[src/rtl/lmsm_sequencer.sv]
`timescale 1ns/1ps
`default_nettype none
// ============================================================================
// Module   : lmsm_sequencer
// Purpose  : Load/store-multiple block transfer sequencer (masked RF <-> memory)
// Revision : 1.0 - initial release
// ============================================================================
module lmsm_sequencer #(
    parameter int NUM_REGS  = 8,
    parameter int DATA_W    = 16,
    parameter int ADDR_W    = 16,
    parameter int ADDR_STEP = 1,
    parameter int IDX_W     = $clog2(NUM_REGS),
    parameter int CNT_W     = $clog2(NUM_REGS + 1)
) (
    input  logic                clk,
    input  logic                proc_rst,
    input  logic                start,
    input  logic                mode_store,
    input  logic                dir_down,
    input  logic [NUM_REGS-1:0] reg_mask,
    input  logic [ADDR_W-1:0]   base_addr,
    output logic                busy,
    output logic                done,
    output logic [IDX_W-1:0]    rf_idx,
    output logic                rf_ren,
    input  logic [DATA_W-1:0]   rf_rdata,
    output logic                rf_wen,
    output logic [DATA_W-1:0]   rf_wdata,
    output logic                mem_req,
    output logic                mem_we,
    output logic [ADDR_W-1:0]   mem_addr,
    output logic [DATA_W-1:0]   mem_wdata,
    input  logic [DATA_W-1:0]   mem_rdata,
    input  logic                mem_ack,
    output logic [CNT_W-1:0]    xfer_count,
    output logic [ADDR_W-1:0]   end_addr
);

    typedef enum logic [2:0] {
        S_IDLE = 3'd0,
        S_SEL  = 3'd1,
        S_MEM  = 3'd2,
        S_WB   = 3'd3,
        S_DONE = 3'd4
    } state_t;

    state_t              r_state;
    state_t              w_state_next;
    logic [NUM_REGS-1:0] r_rem_mask;
    logic                r_mode_store;
    logic                r_dir_down;
    logic [ADDR_W-1:0]   r_cur_addr;
    logic [CNT_W-1:0]    r_xfer_count;
    logic [DATA_W-1:0]   r_mem_wdata;
    logic [DATA_W-1:0]   r_rf_wdata;

    logic [IDX_W-1:0]    w_cur_idx;
    logic [NUM_REGS-1:0] w_mask_cleared;
    logic [ADDR_W-1:0]   w_next_addr;
    logic                w_retire;

    // The mask bit under service is only cleared on retire, so the encoder
    // output stays valid as the current index through SEL, MEM and WB.
    always_comb begin
        w_cur_idx = '0;
        if (r_dir_down) begin
            for (int i = 0; i < NUM_REGS; i++) begin
                if (r_rem_mask[i]) w_cur_idx = IDX_W'(i);
            end
        end else begin
            for (int i = NUM_REGS - 1; i >= 0; i--) begin
                if (r_rem_mask[i]) w_cur_idx = IDX_W'(i);
            end
        end
    end

    assign w_mask_cleared = r_rem_mask & ~(NUM_REGS'(1) << w_cur_idx);
    assign w_next_addr    = r_dir_down ? (r_cur_addr - ADDR_W'(ADDR_STEP))
                                       : (r_cur_addr + ADDR_W'(ADDR_STEP));
    assign w_retire       = (r_state == S_WB) ||
                            ((r_state == S_MEM) && mem_ack && r_mode_store);

    always_ff @(posedge clk or posedge proc_rst) begin
        if (proc_rst) r_state <= S_IDLE;
        else          r_state <= w_state_next;
    end

    always_comb begin
        w_state_next = r_state;
        busy         = (r_state != S_IDLE);
        done         = (r_state == S_DONE);
        mem_req      = (r_state == S_MEM);
        rf_ren       = (r_state == S_SEL) && r_mode_store;
        rf_wen       = (r_state == S_WB);
        rf_idx       = w_cur_idx;
        mem_we       = r_mode_store;
        mem_addr     = r_cur_addr;
        mem_wdata    = r_mem_wdata;
        rf_wdata     = r_rf_wdata;
        xfer_count   = r_xfer_count;
        end_addr     = r_cur_addr;
        case (r_state)
            S_IDLE: if (start) w_state_next = (|reg_mask) ? S_SEL : S_DONE;
            S_SEL:  w_state_next = S_MEM;
            S_MEM: begin
                if (mem_ack) begin
                    if (!r_mode_store)        w_state_next = S_WB;
                    else if (|w_mask_cleared) w_state_next = S_SEL;
                    else                      w_state_next = S_DONE;
                end
            end
            S_WB:   w_state_next = (|w_mask_cleared) ? S_SEL : S_DONE;
            S_DONE: w_state_next = S_IDLE;
            default: w_state_next = S_IDLE;
        endcase
    end

    always_ff @(posedge clk or posedge proc_rst) begin
        if (proc_rst) begin
            r_rem_mask   <= '0;
            r_mode_store <= 1'b0;
            r_dir_down   <= 1'b0;
            r_cur_addr   <= '0;
            r_xfer_count <= '0;
            r_mem_wdata  <= '0;
            r_rf_wdata   <= '0;
        end else begin
            if ((r_state == S_IDLE) && start) begin
                r_rem_mask   <= reg_mask;
                r_mode_store <= mode_store;
                r_dir_down   <= dir_down;
                r_cur_addr   <= base_addr;
                r_xfer_count <= '0;
            end
            if ((r_state == S_SEL) && r_mode_store) r_mem_wdata <= rf_rdata;
            if ((r_state == S_MEM) && mem_ack && !r_mode_store) r_rf_wdata <= mem_rdata;
            if (w_retire) begin
                r_rem_mask   <= w_mask_cleared;
                r_cur_addr   <= w_next_addr;
                r_xfer_count <= r_xfer_count + CNT_W'(1);
            end
        end
    end

endmodule
`default_nettype wire
[config.mk]
export PLATFORM = sky130hd
export DESIGN_NAME = lmsm_sequencer
export DESIGN_NICKNAME = d
export VERILOG_FILES = /design/src/rtl/lmsm_sequencer.sv
export SDC_FILE = /design/constraint.sdc
export NUM_CORES = 1
export LEC_CHECK = 0
export ABC_AREA = 1
export BUFFER_PORTS_ARGS = -buffer_cell sky130_fd_sc_hd__buf_4
export CAP_MARGIN = 20
export CORE_UTILIZATION = 54
export DETAILED_ROUTE_END_ITERATION = 10
export PLACE_DENSITY = 0.85
export SLEW_MARGIN = 20
export SYNTH_ARGS = -nofsm -noshare
export SYNTH_HDL_FRONTEND = slang
export SYNTH_SLANG_ARGS = --single-unit
[constraint.sdc]
create_clock -name clk -period 5.7 [get_ports clk]
set_input_delay 0.57 -clock clk [delete_from_list [all_inputs] [get_ports clk]]
set_output_delay 0.57 -clock clk [all_outputs]
set_load 0.05 [all_outputs]
==> metrics.md, run 1 <==
| Metric | Value |
|---|---|
| Outcome | finished clean |
| Largest net degree at the start of global routing | 66 |
| 1st-iter DRT viols | between 200 and 250 |
| Pins over their slew limit | 0 |
| Worst Path Buf+Inv | 3 |
| Cells taking the most area after synthesis | dfrtp_1, nand2_1, ha_1, mux2_2, a21oi_1 |
| Fmax | between 300 and 400 MHz |
| Reg2Reg Depth | 11 |
| WL/cell | 14.2 um |
| TritonCTS Buffers | 9 |
| Worst Hold Launch | rf_rdata[6] |
| Metal-1 WL | roughly 4000 um |
| Layout cells sized above 1 | 34.5% |
| Main combinational cell family by area after synthesis | simple AND/OR/NAND/NOR gates |
| Worst Setup EP | rf_ren |
| Sequential area share after synthesis | between 40% and 50% |
| Core box area | 6790 um^2 |
| DP HPWL | ~7000 um |
| Number of cell rows | 30 |
| Post-CTS Setup Repair Bufs | 0 |
| N_diodes | 0 |
| Die Ht | about 86 um |
| Number of global-route vias before repair | about 3500 |
| CP Launch Point | r_state[0] |
| CTS tree | done |
| Hold_buf cts | 0 |
| Drt total wl | about 9700 um |
| Final Skew | between 6 and 7 ps |
| Max clock buf depth | 2 |
| Hold Fails Final Rpt | 0 |
| Post-synth EDFFs | 0 |
| Avg Inst Size Synth | around 8.4 um^2 |
| Drt pass-1 iters | 5 |
| Final period utilization | between 50% and 60% |
| Routed wl met2 | 4780 um |
| Setup TNS | 0 ps |
| Asr flop ratio synth | 100% |
| DRC Markers | 0 |
| Post-synthesis xor/xnor area fraction | 2.75% |
| Crit path depth | 5 |
| Io pins | between 100 and 150 |
| HP Class | input port to flip-flop |
| Adder-cell share of the synthesized area | around 5.4% |
| WL met3 | about 660 um |
| CTS clk-pin slew, worst paths | approximately 80 ps |
| Max_slew headroom | 44.3% |
| Die ar. | between 7000 and 8000 um^2 |
| Main flop type after synthesis | dfrtp_1 |
| Crit-path slowest cell | clkinv_1 |
| Mapped cell area | between 3000 and 4000 um^2 |
| Area Growth Syn to Fin | 32.1% |
| CTS Root Buffer Type | clkbuf_8 |
| Number of port buffers | roughly 140 |
| Final nets | 659 |
| Clock Latency Late Sink | between 300 and 400 ps |
| Crit. End Element | output pin |
| Die width | about 86 um |
| Post-synthesis compound-gate area fraction | approximately an eighth |
| Crit path required time | slightly above 5000 ps |
| WP data arrival | between 2000 and 2500 ps |
| Remaining antenna violation count | 0 |
| RSZ-0062 raised after global routing | no |
| Crit Path Class | flip-flop to output pin |
| Ys Warns | 0 |
| Fin worst setup slack | between 2000 and 3000 ps |
| CP cell instances | inv_1, nor2_1, nand3_1, clkinv_1, buf_4 |
| Area leader, netlist | dfrtp_1 |
| Fill cells | ~520 |
| Synth top area share | between 40 and 50% |
| Dpl ws | 3080 ps |
| R2R setup slack | about 3000 ps |
| CP top delay family | buffers and inverters |
| Top sig layer | met4 |
| RR Startpoint | r_dir_down |
| Slew of the pin with the lowest slew margin | 835 ps |
| First-pass GRT wire length | about 16000 um |
| Gpl congestion | about 0.90 |
| Initial antenna violation count | 0 |
| Overflow after GRT | 0 |
| Post-synthesis mux area share | around 4.7% |
| Vias per cell | approximately 5.4 |
| FF-to-FF End | end_addr[13] |
| All-Layer GR Usage | 27.1% |
| Synth Net Count | 535 |
| CP Max Fanout | 17 |
| Crit-path max cell delay | roughly 590 ps |
| Max cap viols | 0 |
| Synth cell count leaders | nand2_1, dfrtp_1, inv_1 |
| CTS H-Tree Depth | 3 |
| Register bit total from synthesis | 65 |
| CP Launch Type | flip-flop |
| Post-CTS sizing | 0 |
| Count leader, synth | nand2_1 |
| Syn Inst Count | between 400 and 500 |
| Clock sinks | 65 |
| Final setup viols | 0 |
| Netlist cell types | between 40 and 50 |
| Initial core utilization | 56.2% |
| Synth Area in Simple Gates | a little under a quarter |
| Fin crit period | 2960 ps |
| Total number of vias | around 3700 |
metal layers:
layer,up-vias,global-route usage (%)
met1,1723,34.7
met5,-,0
li1,1751,-
met3,22,5.87
met2,168,44.7
met4,0,10.8
placed cells by master, fill, tap and decap left out, types with 15 or more instances in the layout:
cell type	count
a21oi_1	26
buf_4	140
dfrtp_1	65
ha_1	15
inv_1	32
mux2_2	16
nand2_1	124
nand3_1	18
nor2_1	30
o21ai_0	25
area by class of cell:
cell class	count	area (um^2)	share of cell area, %
Clock buffer	9	124	2.46
Clock inverter	7	100	1.99
Inverter	40	153	3.03
Multi-Input combinational cell	325	1870	37.0
Sequential cell	65	1630	32.3
Tap cell	96	120	2.38
Timing Repair Buffer	140	1050	20.9
cells by family after synthesis:
logic type                 count (synthesis)
and+or+nand+nor                          201
AOI/OAI and AO/OA                         80
buffers and inverters                     67
DFF                                       65
muxes                                     16
adders and majority gates                 16
xor gates and xnor gates                  12
state kept, by name (all words and copies together), names as in the netlist:
| signal | flops |
|---|---|
| r_dir_down | 1 |
| r_rem_mask | 8 |
| rf_wdata | 16 |
| xfer_count | 4 |
| mem_wdata | 16 |
| mem_we | 1 |
| r_state | 3 |
| end_addr | 16 |
stage by stage:
stage	util, %	cells	area [um^2]	hold WS (ps)
6_report	74.2	682	5040	409
3_3_place_gp	70.9	666	4820	465
5_1_grt	74.2	682	5040	385
2_1_floorplan	-	457	3820	501
4_1_cts	74.2	682	5040	398
3_5_place_dp	70.9	666	4820	473
worst register-to-register path, stage by stage (launching register included):
cell      delay [ps]
dfrtp_1          810
ha_1             440
nand2_1          100
nand2_1           60
a21boi_0         220
o21ai_2          120
a21boi_0         290
o21ai_1          140
nand3_1          110
nand3_1           80
nand3_1           90
nand3_1           80
worst min-delay path by stage:
stage,endpoint,cells past startpoint
finish,mem_wdata[6],3
global route,mem_wdata[6],3
CTS,mem_wdata[6],3
detailed placement,mem_wdata[14],2
global placement,mem_wdata[10],2
floorplan,r_rem_mask[2],2
Power of run 1 is left out: the tool's default activity adds up to more than one toggle a clock period on the data nets, which glitch-free logic cannot reach.
==> inputs of run 2 (changes only) <==
--- a/config.mk
+++ b/config.mk
@@ -5,12 +5,12 @@
 export SDC_FILE = /design/constraint.sdc
 export NUM_CORES = 1
 export LEC_CHECK = 0
-export ABC_AREA = 1
+export ABC_AREA = 0
 export BUFFER_PORTS_ARGS = -buffer_cell sky130_fd_sc_hd__buf_4
 export CAP_MARGIN = 20
-export CORE_UTILIZATION = 54
+export CORE_UTILIZATION = 50
 export DETAILED_ROUTE_END_ITERATION = 10
-export PLACE_DENSITY = 0.85
+export PLACE_DENSITY = 0.79
 export SLEW_MARGIN = 20
 export SYNTH_ARGS = -nofsm -noshare
 export SYNTH_HDL_FRONTEND = slang
==> constraint.sdc (replaced) <==
create_clock -name clk -period 2.8 [get_ports clk]
set_input_delay 0.28 -clock clk [delete_from_list [all_inputs] [get_ports clk]]
set_output_delay 0.28 -clock clk [all_outputs]
set_load 0.05 [all_outputs]
==> metrics.md, run 2 <==
| Metric | Value |
|---|---|
| Outcome | finished, violations left (was finished clean) |
| Failing checks | hold timing |
| Number of cell rows | 31 (was 30) |
| Largest net degree at the start of global routing | 30 (was 66) |
| Post-CTS sizing | 0 (unchanged) |
| Fill cells | 569 (was 519) |
| N_diodes | 0 (unchanged) |
| Syn Inst Count | 380 (was 457) |
| Io pins | 139 (unchanged) |
| Fin worst setup slack | 303 ps (was 2740 ps) |
| Vias per cell | 5.61 (was 5.37) |
| Area of the multi-input gates | 2000 um^2 (was 1870 um^2) |
| CTS Root Buffer Type | clkbuf_8 (unchanged) |
| Number of port buffers | 138 (unchanged) |
| Max clock buf depth | 2 (unchanged) |
| First-pass GRT wire length | 15100 um (was 15600 um) |
| DP HPWL | 7210 um (was 7140 um) |
| Asr flop ratio synth | 100% (unchanged) |
| Synth cell count leaders | dfrtp_1, o21ai_0, mux2_2 (was nand2_1, dfrtp_1, inv_1) |
| Most frequent cells in the layout | buf_4, dfrtp_1, o21ai_0 (was buf_4, nand2_1, dfrtp_1) |
| Synth Net Count | 458 (was 535) |
| CP Max Fanout | 12 (was 17) |
| Hold Slack | -12.3 ps (was 409 ps) |
| RSZ-0062 raised after global routing | no (unchanged) |
| Final Skew | 8.76 ps (was 6.58 ps) |
| Die Ht | 89.6 um (was 86.1 um) |
| Final nets | 584 (was 659) |
| Overflow after GRT | 0 (unchanged) |
| Gpl congestion | 0.885 (was 0.896) |
| Sequential area share after synthesis | 42.4% (was 42.6%) |
| Main combinational cell family by area after synthesis | compound AO/OA/AOI/OAI gates (was simple AND/OR/NAND/NOR gates) |
| Die ar. | 8030 um^2 (was 7410 um^2) |
| Pins over their slew limit | 0 (unchanged) |
| Post-synthesis compound-gate area fraction | 18.5% (was 12.8%) |
| WL/cell | 15.8 um (was 14.2 um) |
| Total number of vias | 3424 (was 3664) |
| Register bit total from synthesis | 65 (unchanged) |
| Die width | 89.6 um (was 86.1 um) |
| Drt pass-1 iters | 5 (unchanged) |
| Adder-cell share of the synthesized area | 5.41% (was 5.44%) |
| Crit Path Class | flip-flop to flip-flop (was flip-flop to output pin) |
| Fmax | about 400 MHz |
| CTS tree | done (unchanged) |
| Hold_buf cts | 0 (unchanged) |
| Synth Area in Simple Gates | 13.4% (was 23.2%) |
| Area Growth Syn to Fin | 32.6% (was 32.1%) |
| CP Launch Type | flip-flop (unchanged) |
| Post-synthesis xor/xnor area fraction | 1.60% (was 2.75%) |
| Core box area | 7330 um^2 (was 6790 um^2) |
| Register Area | 1630 um^2 (unchanged) |
| Fin crit period | around 2500 ps |
| Layout cells sized above 1 | 41.3% (was 34.5%) |
| Count leader, synth | dfrtp_1 (was nand2_1) |
| Final setup viols | 0 (unchanged) |
| Clock Latency Late Sink | 340 ps (about the same) |
| Crit. End Element | flip-flop (was output pin) |
| Remaining antenna violation count | 0 (unchanged) |
| HP Class | input port to asynchronous set/reset pin (was input port to flip-flop) |
| Mapped cell area | 3840 um^2 (was 3820 um^2) |
| Hold Fails Final Rpt | 12 (was 0) |
| Main flop type after synthesis | dfrtp_1 (unchanged) |
| Max cap viols | 0 (unchanged) |
| Netlist cell types | 54 (was 43) |
| TritonCTS Buffers | 9 (unchanged) |
| Post-synthesis mux area share | 12.8% (was 4.72%) |
| Clock sinks | 65 (unchanged) |
| Drt total wl | 9630 um (was 9660 um) |
| Post-CTS Setup Repair Bufs | 0 (unchanged) |
| CTS clk-pin slew, worst paths | 80 ps (about the same) |
| Synth top area share | 42.4% (was 42.6%) |
| Initial antenna violation count | 0 (unchanged) |
| 1st-iter DRT viols | 114 (was 208) |
| Initial core utilization | 52.4% (was 56.2%) |
| Area leader, netlist | dfrtp_1 (unchanged) |
| Dpl ws | 330 ps (was 3080 ps) |
| Cells taking the most area after synthesis | dfrtp_1, mux2_2, ha_1, o21ai_0, buf_4 (was dfrtp_1, nand2_1, ha_1, mux2_2, a21oi_1) |
| Crit path required time | 3080 ps (was 5130 ps) |
| DRC Markers | 0 (unchanged) |
| Avg Inst Size Synth | 10.1 um^2 (was 8.35 um^2) |
| Max_slew headroom | 44.5% (was 44.3%) |
| Setup TNS | 0 ps (unchanged) |
| Slew of the pin with the lowest slew margin | 823 ps (was 835 ps) |
| CTS H-Tree Depth | 3 (unchanged) |
| Ys Warns | 0 (unchanged) |
| Commonest non-fill, non-tap cell in the layout | buf_4 (unchanged) |
| Final period utilization | slightly below 90% |
| Post-synth EDFFs | 0 (unchanged) |
| All-Layer GR Usage | 24.4% (was 27.1%) |
| Number of global-route vias before repair | 3183 (was 3467) |
| WP data arrival | 2780 ps (was 2390 ps) |
-- run 2: changes by cell type after synthesis, sizes merged, moves of 6 or more --
| cell | before | now |
|---|---|---|
| nand4 | 8 | 1 |
| a21oi | 26 | 18 |
| nand2 | 133 | 23 |
| inv | 37 | 10 |
| nor2 | 34 | 27 |
| nor4 | 0 | 9 |
| a211oi | 0 | 9 |
| mux2i | 0 | 11 |
| nand2b | 0 | 6 |
| mux2 | 16 | 34 |
| nor2b | 0 | 8 |
| o221ai | 8 | 0 |
| nand3 | 20 | 3 |
-- run 2: path summary, 6_finish.rpt --
path / start / to / slack, ps / cells after the start
worst max-delay path: r_dir_down / end_addr[14] / 300 / 8
worst min-delay path: proc_rst / mem_wdata[7] / -10 / 2
worst max register to register: r_dir_down / end_addr[14] / 300 / 8
worst min register to register: xfer_count[3] / xfer_count[3] / 500 / 1
max in group asynchronous: proc_rst / rf_wdata[2] / 2090 / 3
min in group clk: reg_mask[7] / r_rem_mask[7] / 150 / 3
-- run 2: cells by family (layout without fill, tap and decap cells) --
logic type / count (synthesis) / after routing
and+or+nand+nor: 101 / 101
AOI/OAI and AO/OA: 106 / 106
adders and majority gates: 16 / 16
xor gates and xnor gates: 7 / 7
DFF: 65 / 65
muxes: 45 / 45
buffers and inverters: 40 / 171
-- run 2: worst max-delay path: stages, from the launching register on --
cell and delay, ps:
dfrtp_1 450, buf_4 220, ha_1 320, o21ai_0 220, a211oi_1 110, a2111o_1 440, a31o_2 250, o2111ai_1 220
o311a_1 210
-- run 2: final cells by class --
class                           instances  share of cell area (%)
Sequential cell                        65                    31.9
Timing Repair Buffer                  145                    21.6
Clock buffer                           10                    2.70
Inverter                               10                   0.786
Multi-Input combinational cell        275                    39.2
Clock inverter                          6                    1.30
Tap cell                               99                    2.43
-- run 2: layer usage --
metal	GRT usage, %	wire length, um	part of all wire (%)	up-vias
li1	-	-	-	1646
met1	31.2	4150	43	1611
met2	41.5	4590	48	160
met3	5.12	806	8.4	7
met4	7.94	83	0.86	0
met5	0	0	0	-
-- run 2: per-stage QoR --
stage / instance area, um^2 / utilization [%] / std cells
after floorplan: 3840 / - / 380
after global placement: 4890 / 66.7 / 594
after detailed placement: 4890 / 66.7 / 594
after CTS: 5090 / 69.5 / 610
after global routing: 5090 / 69.5 / 610
final: 5090 / 69.5 / 610
Power of run 2 is left out for the same reason.
